[src/rtl/apb_reg_pkg.sv]
`default_nettype none
// ============================================================================
// Module      : apb_reg_pkg
// Description : Shared types and helpers for the APB register file.
//               - apb_state_t : slave handshake state (IDLE, WAIT, RESP)
//               - idx_width   : register index width, clog2(max(n,2))
//               - byte_merge  : per-byte strobe merge of write data into
//                               an existing word
// Revision    : 1.0 - initial release
// ============================================================================
package apb_reg_pkg;

  typedef enum logic [1:0] {
    ST_IDLE = 2'd0,
    ST_WAIT = 2'd1,
    ST_RESP = 2'd2
  } apb_state_t;

  // byte_merge operates on the widest supported word; callers size-cast
  // their operands in and the result back out.
  localparam int MAX_DATA_WIDTH = 1024;
  localparam int MAX_STRB_WIDTH = MAX_DATA_WIDTH / 8;

  function automatic int idx_width(input int reg_num);
    return (reg_num <= 2) ? 1 : $clog2(reg_num);
  endfunction

  function automatic logic [MAX_DATA_WIDTH-1:0] byte_merge(
    input logic [MAX_DATA_WIDTH-1:0] old_data,
    input logic [MAX_DATA_WIDTH-1:0] wdata,
    input logic [MAX_STRB_WIDTH-1:0] strb
  );
    logic [MAX_DATA_WIDTH-1:0] merged;
    merged = old_data;
    for (int b = 0; b < MAX_STRB_WIDTH; b++) begin
      if (strb[b]) begin
        merged[b*8 +: 8] = wdata[b*8 +: 8];
      end
    end
    return merged;
  endfunction

endpackage
`default_nettype wire

[src/rtl/apb_slave_if.sv]
`default_nettype none
// ============================================================================
// Module      : apb_slave_if
// Description : APB3 slave front end for the register file. Decodes the byte
//               address into a register index, flags out-of-range and
//               read-only accesses, runs the one-wait-state handshake and
//               hands a latched write request to the register array.
// Ports       : clk, reset                 - clock, sync active-high reset
//               psel/penable/pwrite/paddr/
//               pwdata/pstrb               - APB request
//               prdata/pready/pslverr      - APB response (registered)
//               regs                       - flattened register contents
//               wr_commit                  - write commits at this edge
//               wr_idx/wr_data/wr_strb     - latched write request
// Revision    : 1.0 - initial release
// ============================================================================
module apb_slave_if
  import apb_reg_pkg::*;
#(
  parameter int                ADDR_WIDTH = 12,
  parameter int                DATA_WIDTH = 32,
  parameter int                REG_NUM    = 8,
  parameter logic [REG_NUM-1:0] RO_MASK   = '0,
  localparam int               IDX_W      = idx_width(REG_NUM),
  localparam int               STRB_W     = DATA_WIDTH / 8
) (
  input  logic                          clk,
  input  logic                          reset,
  input  logic                          psel,
  input  logic                          penable,
  input  logic                          pwrite,
  input  logic [ADDR_WIDTH-1:0]         paddr,
  input  logic [DATA_WIDTH-1:0]         pwdata,
  input  logic [STRB_W-1:0]             pstrb,
  output logic [DATA_WIDTH-1:0]         prdata,
  output logic                          pready,
  output logic                          pslverr,
  input  logic [REG_NUM*DATA_WIDTH-1:0] regs,
  output logic                          wr_commit,
  output logic [IDX_W-1:0]              wr_idx,
  output logic [DATA_WIDTH-1:0]         wr_data,
  output logic [STRB_W-1:0]             wr_strb
);

  localparam int OFF_W   = (STRB_W > 1) ? $clog2(STRB_W) : 0;
  localparam int LIMIT_W = ADDR_WIDTH + 1;
  // One extra bit so a limit equal to 2**ADDR_WIDTH is still representable.
  localparam logic [LIMIT_W-1:0] ADDR_LIMIT = LIMIT_W'(REG_NUM * STRB_W);

  apb_state_t            state;
  logic [IDX_W-1:0]      idx;
  logic                  out_of_range;
  logic                  ro_hit;
  logic                  err;
  logic [DATA_WIDTH-1:0] rd_word;
  logic                  lat_write;
  logic                  lat_err;
  logic [DATA_WIDTH-1:0] reg_arr [REG_NUM];

  for (genvar g = 0; g < REG_NUM; g++) begin : g_unpack
    assign reg_arr[g] = regs[g*DATA_WIDTH +: DATA_WIDTH];
  end

  // Unaligned low address bits are dropped; idx is only meaningful when the
  // address is in range, so every use of it is qualified by out_of_range.
  assign idx          = IDX_W'(paddr >> OFF_W);
  assign out_of_range = ({1'b0, paddr} >= ADDR_LIMIT);
  assign ro_hit       = !out_of_range && RO_MASK[idx];
  assign err          = out_of_range || (pwrite && ro_hit);
  assign rd_word      = out_of_range ? '0 : reg_arr[idx];

  // The write lands on the edge that closes RESP, so regs_out shows it one
  // cycle after pready.
  assign wr_commit = (state == ST_RESP) && lat_write && !lat_err;

  always_ff @(posedge clk) begin
    if (reset) begin
      state     <= ST_IDLE;
      prdata    <= '0;
      pready    <= 1'b0;
      pslverr   <= 1'b0;
      lat_write <= 1'b0;
      lat_err   <= 1'b0;
      wr_idx    <= '0;
      wr_data   <= '0;
      wr_strb   <= '0;
    end else begin
      pready  <= 1'b0;
      pslverr <= 1'b0;
      case (state)
        ST_IDLE: begin
          if (psel && !penable) begin
            state <= ST_WAIT;
          end
        end
        ST_WAIT: begin
          if (psel && penable) begin
            lat_write <= pwrite;
            lat_err   <= err;
            wr_idx    <= idx;
            wr_data   <= pwdata;
            wr_strb   <= pstrb;
            // Sampled before this edge's register updates: a hardware write
            // on the same edge is not reflected in the read data.
            prdata    <= pwrite ? '0 : rd_word;
            pready    <= 1'b1;
            pslverr   <= err;
            state     <= ST_RESP;
          end else if (!psel) begin
            state <= ST_IDLE;
          end
        end
        ST_RESP: begin
          state <= ST_IDLE;
        end
        default: begin
          state <= ST_IDLE;
        end
      endcase
    end
  end

endmodule
`default_nettype wire

[src/rtl/apb_register_file.sv]
`default_nettype none
// ============================================================================
// Module      : apb_register_file
// Description : Parametrised APB3 register file with a hardware-side write
//               port. All registers are exported on a flattened bus. APB
//               writes take precedence over hardware writes to the same
//               register; a dropped hardware write raises hw_collision.
// Ports       : clk, reset                 - clock, sync active-high reset
//               psel..pstrb                - APB request
//               prdata/pready/pslverr      - APB response
//               hw_wen/hw_addr/hw_wdata/
//               hw_wstrb                   - hardware write port
//               regs_out                   - flattened register contents
//               reg_wr_pulse               - per-register APB write pulse
//               hw_collision               - hardware write was dropped
// Revision    : 1.0 - initial release
// ============================================================================
module apb_register_file
  import apb_reg_pkg::*;
#(
  parameter int                           ADDR_WIDTH  = 12,
  parameter int                           DATA_WIDTH  = 32,
  parameter int                           REG_NUM     = 8,
  parameter logic [REG_NUM-1:0]           RO_MASK     = '0,
  parameter logic [REG_NUM*DATA_WIDTH-1:0] RESET_VALUE = '0,
  localparam int                          IDX_W       = idx_width(REG_NUM),
  localparam int                          STRB_W      = DATA_WIDTH / 8
) (
  input  logic                          clk,
  input  logic                          reset,
  input  logic                          psel,
  input  logic                          penable,
  input  logic                          pwrite,
  input  logic [ADDR_WIDTH-1:0]         paddr,
  input  logic [DATA_WIDTH-1:0]         pwdata,
  input  logic [STRB_W-1:0]             pstrb,
  output logic [DATA_WIDTH-1:0]         prdata,
  output logic                          pready,
  output logic                          pslverr,
  input  logic                          hw_wen,
  input  logic [IDX_W-1:0]              hw_addr,
  input  logic [DATA_WIDTH-1:0]         hw_wdata,
  input  logic [STRB_W-1:0]             hw_wstrb,
  output logic [REG_NUM*DATA_WIDTH-1:0] regs_out,
  output logic [REG_NUM-1:0]            reg_wr_pulse,
  output logic                          hw_collision
);

  logic                  wr_commit;
  logic [IDX_W-1:0]      wr_idx;
  logic [DATA_WIDTH-1:0] wr_data;
  logic [STRB_W-1:0]     wr_strb;
  logic                  hw_in_range;
  logic                  hw_valid;
  logic [REG_NUM-1:0]    apb_hit_vec;

  apb_slave_if #(
    .ADDR_WIDTH (ADDR_WIDTH),
    .DATA_WIDTH (DATA_WIDTH),
    .REG_NUM    (REG_NUM),
    .RO_MASK    (RO_MASK)
  ) u_slave (
    .clk       (clk),
    .reset     (reset),
    .psel      (psel),
    .penable   (penable),
    .pwrite    (pwrite),
    .paddr     (paddr),
    .pwdata    (pwdata),
    .pstrb     (pstrb),
    .prdata    (prdata),
    .pready    (pready),
    .pslverr   (pslverr),
    .regs      (regs_out),
    .wr_commit (wr_commit),
    .wr_idx    (wr_idx),
    .wr_data   (wr_data),
    .wr_strb   (wr_strb)
  );

  // When REG_NUM fills the index space every hardware address is valid;
  // otherwise indices at or above REG_NUM are silently ignored.
  if (REG_NUM == (2 ** IDX_W)) begin : g_hw_full
    assign hw_in_range = 1'b1;
  end else begin : g_hw_partial
    localparam logic [IDX_W:0] HW_LIMIT = (IDX_W + 1)'(REG_NUM);
    assign hw_in_range = ({1'b0, hw_addr} < HW_LIMIT);
  end

  assign hw_valid = hw_wen && hw_in_range;

  for (genvar g = 0; g < REG_NUM; g++) begin : g_reg
    localparam logic [IDX_W-1:0] G_IDX = IDX_W'(g);

    logic                  apb_hit;
    logic                  hw_hit;
    logic [DATA_WIDTH-1:0] q;
    logic [DATA_WIDTH-1:0] apb_merged;
    logic [DATA_WIDTH-1:0] hw_merged;

    assign apb_hit    = wr_commit && (wr_idx == G_IDX);
    assign hw_hit     = hw_valid && (hw_addr == G_IDX);
    assign apb_merged = DATA_WIDTH'(byte_merge(MAX_DATA_WIDTH'(q),
                                               MAX_DATA_WIDTH'(wr_data),
                                               MAX_STRB_WIDTH'(wr_strb)));
    assign hw_merged  = DATA_WIDTH'(byte_merge(MAX_DATA_WIDTH'(q),
                                               MAX_DATA_WIDTH'(hw_wdata),
                                               MAX_STRB_WIDTH'(hw_wstrb)));

    // APB has priority: on a same-register collision the whole hardware
    // write is discarded rather than merged byte by byte.
    always_ff @(posedge clk) begin
      if (reset) begin
        q <= RESET_VALUE[g*DATA_WIDTH +: DATA_WIDTH];
      end else if (apb_hit) begin
        q <= apb_merged;
      end else if (hw_hit) begin
        q <= hw_merged;
      end
    end

    assign apb_hit_vec[g]                        = apb_hit;
    assign regs_out[g*DATA_WIDTH +: DATA_WIDTH] = q;
  end

  always_ff @(posedge clk) begin
    if (reset) begin
      reg_wr_pulse <= '0;
      hw_collision <= 1'b0;
    end else begin
      reg_wr_pulse <= apb_hit_vec;
      hw_collision <= wr_commit && hw_valid && (hw_addr == wr_idx);
    end
  end

endmodule
`default_nettype wire

[config.mk]
export PLATFORM = sky130hd
export DESIGN_NAME = apb_register_file
export DESIGN_NICKNAME = d
export VERILOG_FILES = /design/src/rtl/apb_reg_pkg.sv /design/src/rtl/apb_slave_if.sv /design/src/rtl/apb_register_file.sv
export SDC_FILE = /design/constraint.sdc
export NUM_CORES = 1
export LEC_CHECK = 0
export ABC_AREA = 1
export BUFFER_PORTS_ARGS = -buffer_cell sky130_fd_sc_hd__buf_2
export CORE_ASPECT_RATIO = 1.75
export CORE_MARGIN = 5
export CORE_UTILIZATION = 40
export DETAILED_ROUTE_END_ITERATION = 10
export PLACE_DENSITY = 0.69
export SYNTH_ARGS = -nofsm -noshare
export SYNTH_HDL_FRONTEND = slang
export SYNTH_SLANG_ARGS = --single-unit
export TNS_END_PERCENT = 1
[constraint.sdc]
create_clock -name clk -period 1.85 [get_ports clk]
set_clock_uncertainty 0.05 [all_clocks]
set_input_delay 0.2775 -clock clk [delete_from_list [all_inputs] [get_ports clk]]
set_output_delay 0.2775 -clock clk [all_outputs]
set_load 0.03 [all_outputs]
-- Word-level counts from Yosys, hierarchy flattened
Memory sizes are Yosys's and may differ from the RTL's.
Index checks and enable logic that the tools add are counted.
- bits in latches: 0
- memory bits (writable): 0
- memory bits (read-only): 8
- logic and storage cells: 243
- memories: 1
- output and inout port bits: 299
- register bits after elaboration: 342
- order comparisons: 3
- bitwise operators: 3
- multipliers: 0
- multiplexer cells: 35
- $add $sub $neg: 0
- shift operators: 0
- eq/ne operators: 51
- reductions and logical operators: 107
- div/mod/pow operators: 0
- memories (name ; words ; width ; read ports ; clocked after Yosys merged registers in ; write ports ; RTL line ; source):
    (name not given) ; 8 ; 1 ; 1 ; 0 ; 0 ; apb_slave_if.sv:68 ; assign ro_hit = !out_of_range && RO_MASK[idx];
- operators with widths (kind ; count):
    32-bit two-way mux ; 20
    32-bit binary-select mux with 3-bit select ; 1
    3-bit AND reduction ; 32
    2-bit nonzero test ; 40
    2-bit by 1-bit != test with 1-bit output, second input constant ; 33
    8-bit two-way mux ; 8
    3-bit equality test, second input constant ; 8
    1-bit logical AND ; 24
    3-bit by 2-bit equality test with 1-bit output, second input constant ; 4
    12-bit by 6-bit greater-or-equal comparator with 1-bit output, second input constant ; 1
    3-bit by 1-bit equality test with 1-bit output, second input constant ; 2
    3-bit zero test ; 2
    2-bit two-way mux ; 3
    4-bit greater-or-equal comparator, second input constant ; 1
    3-bit by 4-bit less-than comparator with 1-bit output, second input constant ; 1
    3-bit NOT with 4-bit output ; 1
    2-bit case mux with 2 select lines ; 1
    2-bit AND reduction ; 2
    3-bit equality test ; 1
    1-bit zero test ; 3
    3-bit by 2-bit != test with 1-bit output, second input constant ; 1
    3-bit OR reduction ; 1
    2-bit by 1-bit equality test with 1-bit output, second input constant ; 1
    2-bit equality test, second input constant ; 1
    other kinds (5) ; 7

-- Depth between registers and ports, before layout
Gate-level depths: netlist (run 1).
- depth in word-level cells: 6
- gate-level depth with buffers: 12
- mapped depth without buffers: 10

-- Modules after synthesis
From an unflattened synthesis (run 1), not the netlist that was laid out.
- cell total of the unflattened synthesis: 3300
- area, all modules: 19208.4 um2
- modules (own cells, without submodules) (module ; area each (um2) ; cells an instance ; sequential area each (um2) ; instances):
    apb_register_file ; 14111.0 ; 2398 ; 5305.1 ; 1
    apb_slave_if ; 5097.4 ; 902 ; 1541.5 ; 1

-- Worst setup path before layout (run 1)
Ideal clock, no wire load.
- path type: register to register
- start point: reg u_slave.state[0]
- end point: reg g_reg[2].q[6]
- path buffers: 3
- required time: 1.687 ns
- cell stages (with the launch flop): 12
- setup slack: 0.247 ns
- arrival: 1.440 ns
- clock period less this slack: 1.603 ns
- cells stage by stage: dfxtp_1 -> inv_1 -> nand2_1 -> nor2_8 -> buf_6 -> buf_12 -> nand3_2 -> nand2_2 -> buf_4 -> nand2_1 -> nand2_1 -> nor2_1
- word-level cells in the longest chain between the ends: 6
- elaborated cells on any way between the ends: 9
- those cells by class: eq/ne (2); mux (1); reduce/logical (6)
- ends and longest elaborated chain (what ; RTL line ; source):
    start, declared ; apb_slave_if.sv:50 ; apb_state_t state;
    start signal, assigned ; apb_slave_if.sv:78 ; state <= ST_IDLE;
    start signal, assigned ; apb_slave_if.sv:93 ; state <= ST_WAIT;
    start signal, assigned ; apb_slave_if.sv:108 ; state <= ST_RESP;
    2-bit equality test * ; apb_slave_if.sv:74 ; assign wr_commit = (state == ST_RESP) && lat_write && !lat_err;
    1-bit logical AND * (2 in series) ; apb_slave_if.sv:74 ;
    1-bit logical AND * ; apb_register_file.sv:101 ; assign apb_hit = wr_commit && (wr_idx == G_IDX);
    2-bit by 1-bit != test with 1-bit output (no source line) / 2-bit nonzero test (equally long branches) ; - ;
    3-bit AND reduction (no source line) ; - ;
    end signal, assigned ; apb_register_file.sv:114 ; q <= RESET_VALUE[g*DATA_WIDTH +: DATA_WIDTH];
    end signal, assigned ; apb_register_file.sv:116 ; q <= apb_merged;
    end signal, assigned ; apb_register_file.sv:118 ; q <= hw_merged;
    end, declared ; apb_register_file.sv:97 ; logic [DATA_WIDTH-1:0] q;
Mark *: on every way between the ends. The rest lies on a longest branch, timed or not.
A chain may end at the register's enable or synchronous reset.

-- Final worst setup path (run 1)
- start point: reg u_slave.state[1]
- end point: reg g_reg[2].q[13]
The elaborated chain is that of the path after synthesis.

==> qor.txt, run 1 <==
==========================================================================================
Antenna violations before repair ............................................            5
Net total in the final layout ...............................................         3755
Met1 track utilization from global routing ..................................        0.347
Half-perimeter wire length after detailed placement .........................     60400 um
Residual DRC ................................................................            0
Area added between synthesis and finish .....................................        24.5%
Number of instances in the synthesized netlist ..............................         3305
Highest clock rate ..........................................................      561 MHz
Total global-route track usage ..............................................        0.297
Drt pass-1 iters ............................................................            7
Most common library cell in the layout ignoring fill and taps ...............      nand2_1
Async set or reset register ratio after synthesis ...........................            0
Adder-cell share of the synthesized area ....................................            0
Wire length of the first global-routing pass ................................    124000 um
Busiest layer in global routing .............................................         met2
Multi-input gate area .......................................................    10600 um2
GPL Wtd Cong ................................................................        0.916
Routed via count divided by cell count ......................................         5.24
Crit end category ...........................................................         flop
Power density of the placed cells ...........................................   715 nW/um2
Global Route met3 Usage .....................................................       0.0398
Worst endpoint required time ................................................      2230 ps
Setup repair after global routing missed its margin .........................          yes
Worst-path fanout max .......................................................            8
Leakage .....................................................................      13.2 nW
WHS Path Cells ..............................................................            3
Outcome ..................................................................... complete, no violations
Via count of the first global-routing pass ..................................        20900
Die Height ..................................................................       303 um
Latest clock arrival within the worst-skew pair .............................       550 ps
Relative slew margins .......................................................        0.709
Yosys warning count .........................................................            0
Average cell area after synthesis ...........................................     5.96 um2
Transition time at the pin with the least slew margin .......................       432 ps
Largest family of logic cells by synthesized area ........................... simple AND/OR/NAND/NOR gates
I/O Pins ....................................................................          392
Final wirelength ............................................................     84400 um
Overall die area ............................................................    53900 um2
Startpoint Class ............................................................         flop
Final setup fails ...........................................................            0
Time the final worst path needs with I/O delays and setup ...................      1780 ps
Pin count of the biggest net entering global routing ........................           69
Number of buffers created by CTS ............................................           37
Longest Clk Path Bufs .......................................................            3
Count of H-tree levels built during CTS .....................................            2
Depth of the worst register-to-register path ................................            8
Most frequently used flop master after synthesis ............................      dfxtp_1
Area occupied by registers ..................................................     6850 um2
Number of placed instances, taps included ...................................         4245
Clock edge transition at the registers on the reported setup and hold paths .        60 ps
Max Cap Viol ................................................................            0
Maximum resistive drop on vdd ...............................................     0.619 mV
Vias ........................................................................        22700
Routed Antenna Nets .........................................................            0
Core Box Area ...............................................................    48700 um2
Global route overflow .......................................................            0
Most used cells in the layout excluding fill and tap cells .................. nand2_1, nor2_1, nand3_1
Finished Layout Cells .......................................................         4340
Simple logic cell fraction of the synthesized area ..........................        0.437
DRC marker count from the first detailed-route iteration ....................         2134
Share of synthesized area occupied by flip-flops and latches ................        0.348
Number of fillers in the final layout .......................................         5195
Fraction of layout cells with a size suffix above 1 .........................        0.184
EDFF count, synth ...........................................................            0
Met2 global-route usage .....................................................        0.515
Synth Area in Compound Gates ................................................       0.0942
Initial Util ................................................................        0.404
Root buf cell ...............................................................    clkbuf_16
Final period util ...........................................................        0.963
Final Core Density ..........................................................        0.503
Max-slew violation count ....................................................            0
Die extent in x .............................................................       178 um
Category of the most critical setup path .................................... flop to flop
Average wire per standard cell ..............................................      19.4 um
Final Hold Viols ............................................................            0
Number of clock sinks .......................................................          342
Count of buffers inserted at the top-level ports ............................          389
Clock tree from TritonCTS ...................................................        built
# rows ......................................................................          107
Type of the worst min-delay path ............................................ primary input to flop
Crit path arrival time ......................................................      2160 ps
Xor/xnor cell area share of the yosys netlist ...............................            0
Proportion of synthesized area in mux cells .................................            0
Number of library cell types mapped by synthesis ............................           35
Overall Power ...............................................................      17.5 mW
FF+latch count, synth .......................................................          342
Mapped Area .................................................................    19700 um2
Total nets after synthesis ..................................................         3398
==========================================================================================
stage by stage:
step | setup TNS, ps | setup slack, ps | instance area (um2) | hold WS (ps)
after CTS | -545 | -41.5 | 24200 | 3.10
after global routing | -400 | -41.6 | 24500 | 59.0
final | 0 | 69.0 | 24500 | 18.0
after global placement | -210 | -27.7 | 22800 | 401
after detailed placement | -1270 | -62.2 | 22800 | 402
after floorplan | 0 | 247 | 19700 | 305
worst paths after layout:
check | from | to | slack (ps)
worst min register to register | u_slave.prdata[7]$_SDFFE_PP0P_ | u_slave.prdata[7]$_SDFFE_PP0P_ | 410
worst max register to register | u_slave.state[1]$_SDFFE_PP0P_ | g_reg[2].q[13]$_SDFFE_PP0P_ | 70
worst max-delay path | u_slave.state[1]$_SDFFE_PP0P_ | g_reg[2].q[13]$_SDFFE_PP0P_ | 70
worst min-delay path | pwdata[10] | u_slave.wr_data[10]$_SDFFE_PP0P_ | 20
synthesized netlist by cell type (3+ instances only):
cell type | instances | area share
a21oi_1 | 121 | 0.031
and2_0 | 6 | 0.0019
and2_1 | 6 | 0.0019
buf_1 | 9 | 0.0017
buf_2 | 92 | 0.023
buf_4 | 15 | 0.0057
buf_6 | 7 | 0.0040
clkbuf_1 | 114 | 0.022
clkbuf_2 | 3 | 0.00076
dfxtp_1 | 342 | 0.35
inv_1 | 325 | 0.062
inv_2 | 4 | 0.00076
nand2_1 | 1000 | 0.19
nand2_2 | 26 | 0.0083
nand2_4 | 3 | 0.0017
nand3_1 | 447 | 0.11
nand3_2 | 20 | 0.010
nand3_4 | 6 | 0.0053
nand4_1 | 3 | 0.00095
nor2_1 | 491 | 0.094
nor2_4 | 5 | 0.0029
nor2_8 | 3 | 0.0031
nor3_1 | 4 | 0.0010
o21ai_0 | 229 | 0.058
o21ai_1 | 14 | 0.0036
logic make-up (layout without fill, tap and decap cells):
kind of cell	after synthesis	after routing
compound gates	368	368
buf+inv	571	944
other cells	0	2
simple gates	2024	2030
flops	342	342
flip-flops by register name, summed over array words and instances (netlist names):
register           count
g.q                  256
hw_collision           1
reg_wr_pulse           8
u_slave.lat_err        1
u_slave.lat_write      1
u_slave.prdata        32
u_slave.pready         1
u_slave.pslverr        1
u_slave.state          2
u_slave.wr_data       32
u_slave.wr_idx         3
u_slave.wr_strb        4
routing by layer:
layer	up-vias	part of all wire
met3	295	0.073
li1	11000	-
met2	1151	0.49
met1	10300	0.37
met4	4	0.068
met5	-	0.00032
where the power goes:
part,leakage [nW],total [mW],internal (mW),switching [mW]
Combinational,9.82,2.29,0.724,1.57
Clock,0.591,7.61,4.39,3.22
Sequential,2.77,7.62,7.51,0.110
final cells by class:
class | count | share of cell area
antenna | 2 | 0.000204
clock buffer | 52 | 0.0447
clock inverter | 9 | 0.00413
inverter | 330 | 0.0510
multi-input combinational | 2398 | 0.434
sequential | 342 | 0.279
tap | 654 | 0.0334
timing repair buffer | 553 | 0.154
timing repair:
action	4_1_cts	5_1_grt
hold buffers	20	0
buffers inserted	0	5
pin swaps	0	7
gates resized for setup	7	27
setup endpoints to repair	65	249
endpoints found under the hold margin	19	0
gates cloned	0	7
worst max-delay path, stage by stage (launching register included):
cell and delay (ps):
dfxtp_4 370, nand2_4 90, nor2_4 280, buf_12 170, buf_12 120, buf_12 130, nand3_2 190, a21oi_1 200
nor2_1 60
(Power assumes the default switching activity.)
==> run 2, diff against run 1 <==
--- a/config.mk
+++ b/config.mk
@@ -12,6 +12,7 @@
 export CORE_UTILIZATION = 40
 export DETAILED_ROUTE_END_ITERATION = 10
 export PLACE_DENSITY = 0.69
+export SETUP_SLACK_MARGIN = 0.1
 export SYNTH_ARGS = -nofsm -noshare
 export SYNTH_HDL_FRONTEND = slang
 export SYNTH_SLANG_ARGS = --single-unit
==> qor.txt, run 2 (synthesized netlist as in run 1, its figures left out) <==
==========================================================================================
Beginning of the worst hold path ............................................   pwdata[10]   unchanged
Worst reg2reg path endpoint ................................................. g_reg[7].q[8]$_SDFFE_PP0P_   was g_reg[2].q[13]$_SDFFE_PP0P_
Overall Power ...............................................................      17.5 mW   about the same
Most common library cell in the layout ignoring fill and taps ...............      nand2_1   unchanged
Final Hold Viols ............................................................            0   unchanged
Largest register FFs ........................................................          256   unchanged
Total global-route track usage ..............................................        0.298   was 0.297
Number of clock sinks .......................................................          342   unchanged
# rows ......................................................................          107   unchanged
Crit path arrival time ......................................................      2160 ps   about the same
Max Cap Viol ................................................................            0   unchanged
Initial Util ................................................................        0.404   unchanged
Antenna violations before repair ............................................            5   unchanged
Transition time at the pin with the least slew margin .......................       415 ps   was 432 ps
Latest clock arrival within the worst-skew pair .............................       550 ps   about the same
Relative slew margins .......................................................        0.720   was 0.709
Worst-path fanout max .......................................................           18   was 8
R2r setup slk ...............................................................        70 ps   about the same
Outcome ..................................................................... complete, no violations   unchanged
Core Box Area ...............................................................    48700 um2   unchanged
Via count of the first global-routing pass ..................................        20900   about the same
Power density of the placed cells ...........................................   707 nW/um2   was 715 nW/um2
Worst endpoint required time ................................................      2230 ps   about the same
Category of the most critical setup path .................................... flop to flop   unchanged
Final Core Density ..........................................................        0.508   was 0.503
Half-perimeter wire length after detailed placement .........................     60400 um   unchanged
Cell at the slowest stage of the critical path ..............................      dfxtp_1   was dfxtp_4
Max-slew violation count ....................................................            0   unchanged
Clock edge transition at the registers on the reported setup and hold paths .        60 ps   about the same
Highest clock rate ..........................................................      562 MHz   was 561 MHz
Worst reg2reg path startpoint ............................................... u_slave.wr_idx[1]$_SDFFE_PP0P_   was u_slave.state[1]$_SDFFE_PP0P_
Die extent in x .............................................................       178 um   unchanged
Drt pass-1 iters ............................................................            8   was 7
Longest Clk Path Bufs .......................................................            3   unchanged
Setup repair after global routing missed its margin .........................          yes   unchanged
Depth of the worst register-to-register path ................................            6   was 8
Global route overflow .......................................................            0   unchanged
Die Height ..................................................................       303 um   unchanged
Average wire per standard cell ..............................................      19.4 um   about the same
Post-route cell area ........................................................    24800 um2   was 24500 um2
Routed Antenna Nets .........................................................            0   unchanged
Final setup fails ...........................................................            0   unchanged
Net total in the final layout ...............................................         3767   was 3755
I/O Pins ....................................................................          392   unchanged
DRC marker count from the first detailed-route iteration ....................         2169   was 2134
Count of H-tree levels built during CTS .....................................            2   unchanged
Vias ........................................................................        22600   was 22700
Stage delay of the slowest cell on the critical path ........................       410 ps   was 370 ps
Regs by FF count ............................................................ g.q: 256 flops, u_slave.prdata: 32 flops, u_slave.wr_data: 32 flops   unchanged
Number of buffers created by CTS ............................................           37   unchanged
Residual DRC ................................................................            0   unchanged
Leakage .....................................................................      13.3 nW   was 13.2 nW
Crit path max-delay family .................................................. simple AND/OR/NAND/NOR gates   unchanged
Crit end category ...........................................................         flop   unchanged
Root buf cell ...............................................................    clkbuf_16   unchanged
Final wirelength ............................................................     84500 um   was 84400 um
GPL Wtd Cong ................................................................        0.916   unchanged
Startpoint Class ............................................................         flop   unchanged
Clock tree from TritonCTS ...................................................        built   unchanged
Critical-path cell list ..................................................... nand2_1 -> nor2_8 -> buf_4 -> nand3_4 -> a21oi_1 -> nor2_1   was nand2_4 -> nor2_4 -> buf_12 -> buf_12 -> buf_12 -> nand3_2 -> a21oi_1 -> nor2_1
Type of the worst min-delay path ............................................ primary input to flop   unchanged
Final period util ...........................................................        0.963   about the same
Routed via count divided by cell count ......................................         5.20   was 5.24
Count of buffers inserted at the top-level ports ............................          389   unchanged
Wire length of the first global-routing pass ................................    124000 um   about the same
Time the final worst path needs with I/O delays and setup ...................      1780 ps   about the same
Area added between synthesis and finish .....................................        25.8%   was 24.5%
Placed cell area ............................................................    22800 um2   unchanged
Most used cells in the layout excluding fill and tap cells .................. nand2_1, nor2_1, nand3_1   unchanged
Pin count of the biggest net entering global routing ........................           69   unchanged
WHS Path Cells ..............................................................            3   unchanged
Overall die area ............................................................    53900 um2   unchanged
Hold Crit Endpoint .......................................................... u_slave.wr_data[10]$_SDFFE_PP0P_   unchanged
Maximum resistive drop on vdd ...............................................     0.622 mV   was 0.619 mV
Critical path buffer and inverter count .....................................            1   was 3
Fraction of layout cells with a size suffix above 1 .........................        0.191   was 0.184
Largest Register ............................................................          g.q   unchanged
==========================================================================================
run 2: changes by cell type in the layout (fill, tap and decap cells not counted), sizes merged:
cell,before,now
buf,532,546
diode,2,4
nand2,1030,1033
nand3,477,473
nor2,501,500
run 2: worst reg2reg max path, cell delays in order (launching register included):
cell	delay (ps)
dfxtp_1	410
nand2_1	190
nor2_8	160
buf_4	340
nand3_4	240
a21oi_1	210
nor2_1	60
run 2: layout make-up:
cell class	instances	area, um2
Sequential cell	342	6850
Clock inverter	9	101
Clock buffer	52	1090
Multi-Input combinational cell	2396	10700
Inverter	330	1250
Tap cell	654	818
Timing Repair Buffer	567	3950
Fill cell	5190	24000
Antenna cell	4	10.0
run 2: worst max-delay path by stage:
stage	end	startpoint	slack, ps	cells past startpoint
2_1_floorplan	g_reg[2].q[6]$_SDFFE_PP0P_	u_slave.state[0]$_SDFFE_PP0P_	250	11
3_3_place_gp	g_reg[0].q[13]$_SDFFE_PP0P_	u_slave.lat_err$_SDFFE_PP0P_	-30	8
3_5_place_dp	g_reg[0].q[13]$_SDFFE_PP0P_	u_slave.state[1]$_SDFFE_PP0P_	-60	7
4_1_cts	g_reg[3].q[5]$_SDFFE_PP0P_	u_slave.lat_err$_SDFFE_PP0P_	30	9
5_1_grt	g_reg[6].q[20]$_SDFFE_PP0P_	u_slave.state[0]$_SDFFE_PP0P_	-3	12
6_report	g_reg[7].q[8]$_SDFFE_PP0P_	u_slave.wr_idx[1]$_SDFFE_PP0P_	70	6
run 2: power breakdown:
| group | leakage (nW) | switching, mW | internal [mW] | total, mW |
|---|---|---|---|---|
| clock network | 0.591 | 3.21 | 4.39 | 7.60 |
| registers | 2.77 | 0.109 | 7.51 | 7.62 |
| logic | 9.98 | 1.57 | 0.734 | 2.30 |
| total | 13.3 | 4.89 | 12.6 | 17.5 |
run 2: per-layer routing:
layer,up-vias,track usage,wire (um)
met2,1139,0.518,41400
li1,11000,-,-
met3,295,0.0403,6280
met1,10200,0.347,30900
met5,-,0,21
met4,4,0.180,5840
run 2: metrics by stage:
step | TNS [ps] | hold slack [ps] | setup WS [ps] | cells
finish | 0 | 18.1 | 69.1 | 4354
global placement | -210 | 401 | -27.7 | 4245
detailed placement | -1270 | 402 | -62.2 | 4245
floorplan | 0 | 305 | 247 | 3305
CTS | 0 | 3.16 | 32.0 | 4336
global route | -3.46 | 59.0 | -3.46 | 4351
run 2: what timing repair did:
item                       4_1_cts  5_1_grt
hold endpoints to repair        19        0
setup endpoints to repair      246      259
gates cloned                     1        4
hold buffers                    20        0
setup buffers                    9       10
pin swaps                        6       13
resized for setup               29       55
